**config.mk**
```make
export PLATFORM = sky130hd
export DESIGN_NAME = stopwatch_record_ctrl_57
export DESIGN_NICKNAME = d
export VERILOG_FILES = /design/src/rtl/stopwatch_record_ctrl_57.sv
export SDC_FILE = /design/constraint.sdc
export NUM_CORES = 1
export LEC_CHECK = 0
export CELL_PAD_IN_SITES_DETAIL_PLACEMENT = 0
export CELL_PAD_IN_SITES_GLOBAL_PLACEMENT = 2
export CORE_MARGIN = 1
export CORE_UTILIZATION = 31
export CTS_BUF_LIST = sky130_fd_sc_hd__clkbuf_4 sky130_fd_sc_hd__clkbuf_8
export DETAILED_ROUTE_END_ITERATION = 16
export PLACE_DENSITY_LB_ADDON = 0.1
export SETUP_SLACK_MARGIN = 0.05
export SKIP_LAST_GASP = 1
export SYNTH_ARGS = -nofsm -noshare
export SYNTH_HDL_FRONTEND = slang
export SYNTH_SLANG_ARGS = --single-unit
export TNS_END_PERCENT = 30
```
**constraint.sdc**
```tcl
create_clock -name clk_50m_57 -period 2.5 [get_ports clk_50m_57]
set_clock_uncertainty 0.15 [all_clocks]
set_input_delay 0.75 -clock clk_50m_57 [delete_from_list [all_inputs] [get_ports clk_50m_57]]
set_output_delay 0.75 -clock clk_50m_57 [all_outputs]
set_load 0.02 [all_outputs]
```
**src/rtl/stopwatch_record_ctrl_57.sv**
```systemverilog
// Lap-record register-file sequencer. It queues lap, browse and clear requests
// and runs each one as a fixed-length write or read transaction on the file.
module stopwatch_record_ctrl_57 #(
    parameter int DEPTH = 5,
    parameter int AW    = 3
) (
    input  logic          clk_50m_57,
    input  logic          rst_n_57,
    input  logic          browse_en_57,
    input  logic          lap_req_57,
    input  logic          next_req_57,
    input  logic          clear_req_57,
    input  logic [6:0]    cur_sec_57,
    input  logic [6:0]    cur_min_57,
    input  logic [6:0]    cur_hour_57,
    output logic          wr_e_57,
    output logic [AW-1:0] wr_addr_57,
    output logic [6:0]    wr_sec_57,
    output logic [6:0]    wr_min_57,
    output logic [6:0]    wr_hour_57,
    output logic          rd_e_57,
    output logic [AW-1:0] rd_addr_57,
    input  logic [6:0]    rd_sec_57,
    input  logic [6:0]    rd_min_57,
    input  logic [6:0]    rd_hour_57,
    output logic [6:0]    disp_sec_57,
    output logic [6:0]    disp_min_57,
    output logic [6:0]    disp_hour_57,
    output logic [AW-1:0] disp_idx_57,
    output logic [AW-1:0] rec_cnt_57,
    output logic          busy_57,
    output logic [2:0]    state_dbg_57
);

    localparam logic [AW-1:0] ADDR_ONE  = AW'(1);
    localparam logic [AW-1:0] LAST_ADDR = AW'(DEPTH - 1);
    localparam logic [AW-1:0] FULL_CNT  = AW'(DEPTH);

    typedef enum logic [2:0] {
        ST_IDLE    = 3'd0,
        ST_CLR     = 3'd1,
        ST_WR      = 3'd2,
        ST_RD      = 3'd3,
        ST_RD_WAIT = 3'd4
    } state_t;

    state_t        state;
    state_t        state_nxt;
    logic [AW-1:0] clr_cnt;
    logic [AW-1:0] clr_cnt_nxt;
    logic [AW-1:0] rd_tgt;
    logic [AW-1:0] rd_tgt_nxt;
    logic [AW-1:0] wr_ptr;
    logic          browse_q;

    // Requests are single-cycle pulses with no ready: a pulse is latched into
    // its pending flag, or dropped when that flag is already set.
    logic          lap_pend;
    logic          next_pend;
    logic          clr_pend;
    logic          auto_pend;
    logic          lap_pend_nxt;
    logic          next_pend_nxt;
    logic          clr_pend_nxt;
    logic          auto_pend_nxt;
    logic          take_lap;
    logic          take_next;
    logic          take_clr;
    logic          take_auto;

    logic [6:0]    lap_sec;
    logic [6:0]    lap_min;
    logic [6:0]    lap_hour;

    logic          wr_e_nxt;
    logic [AW-1:0] wr_addr_nxt;
    logic [6:0]    wr_sec_nxt;
    logic [6:0]    wr_min_nxt;
    logic [6:0]    wr_hour_nxt;
    logic          rd_e_nxt;
    logic [AW-1:0] rd_addr_nxt;

    logic [AW:0]   idx_inc;
    logic [AW-1:0] next_tgt;
    logic          browse_rise;

    assign state_dbg_57 = state;
    assign browse_rise  = browse_en_57 && !browse_q;

    // Browse advances circularly over the records actually stored.
    assign idx_inc  = {1'b0, disp_idx_57} + {{AW{1'b0}}, 1'b1};
    assign next_tgt = (idx_inc >= {1'b0, rec_cnt_57}) ? '0 : idx_inc[AW-1:0];

    always_comb begin
        state_nxt   = state;
        clr_cnt_nxt = clr_cnt;
        rd_tgt_nxt  = rd_tgt;
        take_lap    = 1'b0;
        take_next   = 1'b0;
        take_clr    = 1'b0;
        take_auto   = 1'b0;
        wr_e_nxt    = 1'b0;
        wr_addr_nxt = '0;
        wr_sec_nxt  = '0;
        wr_min_nxt  = '0;
        wr_hour_nxt = '0;
        rd_e_nxt    = 1'b0;
        rd_addr_nxt = '0;

        case (state)
            ST_IDLE: begin
                if (clr_pend) begin
                    take_clr    = 1'b1;
                    state_nxt   = ST_CLR;
                    clr_cnt_nxt = '0;
                    wr_e_nxt    = 1'b1;
                end else if (lap_pend) begin
                    take_lap    = 1'b1;
                    state_nxt   = ST_WR;
                    wr_e_nxt    = 1'b1;
                    wr_addr_nxt = wr_ptr;
                    wr_sec_nxt  = lap_sec;
                    wr_min_nxt  = lap_min;
                    wr_hour_nxt = lap_hour;
                end else if (auto_pend) begin
                    take_auto  = 1'b1;
                    state_nxt  = ST_RD;
                    rd_tgt_nxt = '0;
                    rd_e_nxt   = 1'b1;
                end else if (next_pend) begin
                    // With no records the request is simply consumed.
                    take_next = 1'b1;
                    if (rec_cnt_57 != '0) begin
                        state_nxt   = ST_RD;
                        rd_tgt_nxt  = next_tgt;
                        rd_e_nxt    = 1'b1;
                        rd_addr_nxt = next_tgt;
                    end
                end
            end
            ST_CLR: begin
                if (clr_cnt == LAST_ADDR) begin
                    state_nxt = ST_IDLE;
                end else begin
                    clr_cnt_nxt = clr_cnt + ADDR_ONE;
                    wr_e_nxt    = 1'b1;
                    wr_addr_nxt = clr_cnt + ADDR_ONE;
                end
            end
            ST_WR:      state_nxt = ST_IDLE;
            ST_RD:      state_nxt = ST_RD_WAIT;
            ST_RD_WAIT: state_nxt = ST_IDLE;
            default:    state_nxt = ST_IDLE;
        endcase
    end

    always_comb begin
        lap_pend_nxt  = take_lap ? 1'b0 : (lap_pend || lap_req_57);
        clr_pend_nxt  = take_clr ? 1'b0 : (clr_pend || clear_req_57);
        next_pend_nxt = 1'b0;
        auto_pend_nxt = 1'b0;
        if (browse_en_57) begin
            next_pend_nxt = take_next ? 1'b0 : (next_pend || next_req_57);
            auto_pend_nxt = take_auto ? 1'b0
                          : (auto_pend || (browse_rise && rec_cnt_57 != '0));
        end
    end

    always_ff @(posedge clk_50m_57 or negedge rst_n_57) begin
        if (!rst_n_57) begin
            state      <= ST_IDLE;
            clr_cnt    <= '0;
            rd_tgt     <= '0;
            browse_q   <= 1'b0;
            lap_pend   <= 1'b0;
            next_pend  <= 1'b0;
            clr_pend   <= 1'b0;
            auto_pend  <= 1'b0;
            wr_e_57    <= 1'b0;
            wr_addr_57 <= '0;
            wr_sec_57  <= '0;
            wr_min_57  <= '0;
            wr_hour_57 <= '0;
            rd_e_57    <= 1'b0;
            rd_addr_57 <= '0;
            busy_57    <= 1'b0;
        end else begin
            state      <= state_nxt;
            clr_cnt    <= clr_cnt_nxt;
            rd_tgt     <= rd_tgt_nxt;
            browse_q   <= browse_en_57;
            lap_pend   <= lap_pend_nxt;
            next_pend  <= next_pend_nxt;
            clr_pend   <= clr_pend_nxt;
            auto_pend  <= auto_pend_nxt;
            wr_e_57    <= wr_e_nxt;
            wr_addr_57 <= wr_addr_nxt;
            wr_sec_57  <= wr_sec_nxt;
            wr_min_57  <= wr_min_nxt;
            wr_hour_57 <= wr_hour_nxt;
            rd_e_57    <= rd_e_nxt;
            rd_addr_57 <= rd_addr_nxt;
            busy_57    <= (state_nxt != ST_IDLE) || lap_pend_nxt || next_pend_nxt
                          || clr_pend_nxt || auto_pend_nxt;
        end
    end

    // Lap time is frozen at the pulse so a late write still stores the lap moment.
    always_ff @(posedge clk_50m_57 or negedge rst_n_57) begin
        if (!rst_n_57) begin
            lap_sec  <= '0;
            lap_min  <= '0;
            lap_hour <= '0;
        end else if (lap_req_57 && !lap_pend) begin
            lap_sec  <= cur_sec_57;
            lap_min  <= cur_min_57;
            lap_hour <= cur_hour_57;
        end
    end

    always_ff @(posedge clk_50m_57 or negedge rst_n_57) begin
        if (!rst_n_57) begin
            wr_ptr       <= '0;
            rec_cnt_57   <= '0;
            disp_sec_57  <= '0;
            disp_min_57  <= '0;
            disp_hour_57 <= '0;
            disp_idx_57  <= '0;
        end else begin
            if (state == ST_WR) begin
                wr_ptr <= (wr_ptr == LAST_ADDR) ? '0 : wr_ptr + ADDR_ONE;
                if (rec_cnt_57 != FULL_CNT) begin
                    rec_cnt_57 <= rec_cnt_57 + ADDR_ONE;
                end
            end
            if (state == ST_CLR && clr_cnt == LAST_ADDR) begin
                wr_ptr       <= '0;
                rec_cnt_57   <= '0;
                disp_sec_57  <= '0;
                disp_min_57  <= '0;
                disp_hour_57 <= '0;
                disp_idx_57  <= '0;
            end
            if (state == ST_RD_WAIT) begin
                disp_sec_57  <= rd_sec_57;
                disp_min_57  <= rd_min_57;
                disp_hour_57 <= rd_hour_57;
                disp_idx_57  <= rd_tgt;
            end
        end
    end

endmodule
```
==> impl_summary.txt <==
----------------------------------------------------
[Clocking]
  CTS Sinks ... 95
  Maximum clock insertion buffer count ... 2
  Insertion delay to the later sink of the worst-skew pair ... 0.36 ns
  Htree depth ... 3
  CTS tree ... yes
  Number of buffers inserted during clock tree synthesis ... 9
  Clock-pin slew reported for the worst setup and hold paths after clock tree synthesis ... 0.09 ns
  Root buf cell ... sky130_fd_sc_hd__clkbuf_8
  Hold_buf cts ... 0

[Synthesis]
  Fraction of post-synthesis cell area in the top cell type by area ... 62.36%
  Share of synthesized registers carrying an async set or reset ... 100.0%
  Total standard cell area after synthesis ... 3812 sq um
  Syn nets ... 396
  Count of different cell masters after synthesis ... 35
  Flip-flop and latch count after synthesis ... 95
  Top cells by count, synth ... 95 x sky130_fd_sc_hd__dfrtp_1, 65 x sky130_fd_sc_hd__nand2_1, 31 x sky130_fd_sc_hd__o21ai_0, 24 x sky130_fd_sc_hd__and2_1, 21 x sky130_fd_sc_hd__mux2_2
  Ranking of synthesized cells by area ... sky130_fd_sc_hd__dfrtp_1 62%, sky130_fd_sc_hd__nand2_1 6.4%, sky130_fd_sc_hd__mux2_2 6.2%
  Most area-hungry cell type in the Yosys netlist ... sky130_fd_sc_hd__dfrtp_1
  Most used standard cell by instance count after synthesis ... sky130_fd_sc_hd__dfrtp_1
  Sequential area share after synthesis ... 62.36%
  Most frequently used flop master after synthesis ... sky130_fd_sc_hd__dfrtp_1
  Avg Synthesized Cell Area ... 11.31 sq um
  Number of enable-type register cells in the synthesized netlist ... 0
  Synthesized instance count ... 337
  Ys Warns ... 0

[Timing]
  Final Hold Violating Endpoints ... 0
  Actual slew at the worst max-slew pin ... 0.4855 ns
  Final Cycle Share ... 95.14%
  Finish-stage setup viols ... 0
  Total Neg Setup Slack ... 0 ns
  Slew Limit Fails ... 0
  Fmax ... 420.4 MHz
  Unrepaired setup endpoints after global routing ... true
  Final critical-path required period ... 2.378 ns
  Max-slew headroom at the worst pin ... 67.49%

[Power]
  Internal Pwr Total ... 3.414 mW
  Worst supply voltage drop on vdd ... 0.0004583 V
  Total power after layout ... 5.133 mW
  Sw frac ... 33.50%
  Proportion of power drawn by flip-flops and latches ... 43.6%
  Power per Cell Area ... 964.8 nW/um^2
  Combinational fraction of design power ... 35.8%
  Switching power summed over all nets ... 1.720 mW
  Leakage Power ... 2.353 nW
  Proportion of power drawn by the clock network ... 20.6%

[Route]
  Antenna viol nets, final ... 0
  Final wirelength ... 8725 microns
  Avg Vias per Cell ... 4.566
  Drt first-iter violations ... 92
  Detailed-routing iteration count for the pre-antenna-repair pass ... 4
  Final routed wire length divided by cell count ... 14.45 microns
  Overall via count from detail_route ... 2758
  Count of unresolved DRC violations after routing ... 0

[Flow run]
  Max-cap violations ... 0

[Place]
  Count of input and output buffers ... 107
  Global placement routability congestion ... 0.7376
  Standard cell area after detailed placement ... 5110 sq um
  Post-DP HPWL ... 5911 microns
  Instance count after placement with tap cells included ... 588

[Run status]
  Status ... finished clean

[Die]
  Core outline area ... 12010 sq um
  Starting utilization of the core area ... 31.74%
  Site Rows ... 40
  Die Wd ... 112.9 microns
  Top Ports ... 108
  Overall die height ... 112.9 microns
  Total Die Area ... 12750 sq um

[Layout]
  Synth-to-layout area growth ... 39.55%
  Nets ... 511
  Cell area after layout ... 5320 sq um
  Non-filler instance count after layout ... 604
  Number of antenna cells inserted ... 0
  Layout cells sized above 1 ... 12.25%
  Count of fill cells added during filler insertion ... 1171

[Global route]
  Via count of the first global-routing pass ... 2811
  Sum of overflow across all layers after global routing ... 0
  Wire length of the first global-routing pass ... 14490 microns
  Number of antenna violations at the first check in global routing ... 0
  Total global routing track utilization ... 14.89%
  Pin count of the biggest net entering global routing ... 49

[Worst setup path]
  Type of destination of the critical path ... primary output
  CP max FO ... 8
  Required time of the worst setup path ... 1.60 ns
  Arrival time of data at the critical path endpoint ... 1.48 ns
  Nature of the critical path startpoint ... flip-flop
  Worst Path Class, Setup ... reg2out
  CP peak stage delay ... 0.60 ns
  Crit-path slowest cell ... sky130_fd_sc_hd__clkdlybuf4s50_1
  Critical-path cell list ... buf_4, clkdlybuf4s50_1

[Min path]
  Class of the tightest hold or removal check ... in2async

----------------------------------------------------
-- worst paths after layout --
path                                      start               to  slack [ns]  cells past startpoint
min in group clk_50m_57              lap_sec[2]     wr_sec_57[2]        0.33                      1
worst max register to register    rec_cnt_57[1]          busy_57        0.19                      7
worst min-delay path                   rst_n_57     wr_min_57[4]        0.17                      1
worst max-delay path            state_dbg_57[2]  state_dbg_57[2]        0.12                      2
max in group asynchronous              rst_n_57   disp_min_57[3]        1.41                      2
worst min register to register       lap_sec[2]     wr_sec_57[2]        0.33                      1
-- stage by stage --
stage | hold WS [ns] | util [%] | setup WS, ns
floorplan | 0.2989 | - | 0.1231
detailed placement | 0.3175 | 42.54 | 0.1440
finish | 0.1738 | 44.29 | 0.1216
global route | 0.1838 | 44.29 | 0.04339
global placement | 0.3100 | 42.54 | 0.1847
CTS | 0.1757 | 44.27 | 0.08318
-- final cells by class --
| type | count | area (sq um) | area share (%) |
|---|---|---|---|
| inverters | 12 | 45.04 | 0.8467 |
| clock inverters | 4 | 55.05 | 1.035 |
| well taps | 147 | 183.9 | 3.457 |
| clock buffers | 12 | 152.6 | 2.869 |
| multi-input cells | 214 | 1313 | 24.67 |
| repair buffers | 120 | 1194 | 22.44 |
| flip-flops and latches | 95 | 2377 | 44.68 |
-- power groups by stage --
stage	Clock (mW)	Combinational, mW	Sequential (mW)
2_1_floorplan	0	0.762	2.51
3_3_place_gp	0	1.85	2.26
3_5_place_dp	0	1.87	2.28
4_1_cts	1.11	1.87	2.25
5_1_grt	1.16	2.03	2.31
6_report	1.06	1.84	2.24
-- critical path, delay by kind of cell, from the launching register on --
| family | cells | cell delay, ns |
|---|---|---|
| flops | 1 | 0.36 |
| buf+inv | 2 | 0.75 |
-- kinds of logic after synthesis --
logic type,share of synthesized area [%]
compound gates,8.468
xor+xnor,0.6893
fa+ha+maj,3.610
buf+inv,3.347
flops,62.36
mux,6.203
simple gates,15.33
-- registers in the layout, summed over array words and instances, names as in the netlist, 7 cells and up --
name,count
wr_min_57,7
wr_hour_57,7
wr_sec_57,7
lap_min,7
disp_min_57,7
disp_hour_57,7
disp_sec_57,7
lap_hour,7
lap_sec,7
-- cell usage in the layout (no fill, tap or decap), types with 2 or more instances in the layout --
cell type / instances
sky130_fd_sc_hd__clkdlybuf4s50_1: 105
sky130_fd_sc_hd__clkbuf_4: 2
sky130_fd_sc_hd__buf_4: 12
sky130_fd_sc_hd__mux2_2: 21
sky130_fd_sc_hd__nand2_1: 65
sky130_fd_sc_hd__nor3_1: 8
sky130_fd_sc_hd__nor3b_1: 2
sky130_fd_sc_hd__ha_1: 11
sky130_fd_sc_hd__clkinv_4: 2
sky130_fd_sc_hd__nand3_1: 3
sky130_fd_sc_hd__buf_12: 2
sky130_fd_sc_hd__xnor2_1: 2
sky130_fd_sc_hd__o21ai_0: 31
sky130_fd_sc_hd__clkbuf_8: 10
sky130_fd_sc_hd__and2_1: 24
sky130_fd_sc_hd__dfrtp_1: 95
sky130_fd_sc_hd__nor2_1: 11
sky130_fd_sc_hd__a21oi_1: 12
sky130_fd_sc_hd__a22o_1: 5
sky130_fd_sc_hd__inv_1: 12
-- metal layers --
layer  wire length, microns  global-route usage, %  vias to the layer above
met5                      0                      0                        -
met3                    736                  6.963                        5
met2                   3843                  22.35                       68
li1                       -                      -                     1348
met4                     89                  4.737                        0
met1                   4054                  19.07                     1337
-- repair_timing --
item	CTS	global route
resized for setup	0	1
setup buffers	0	0
setup endpoints to repair	0	3
Power figures use the tool's default switching activity.
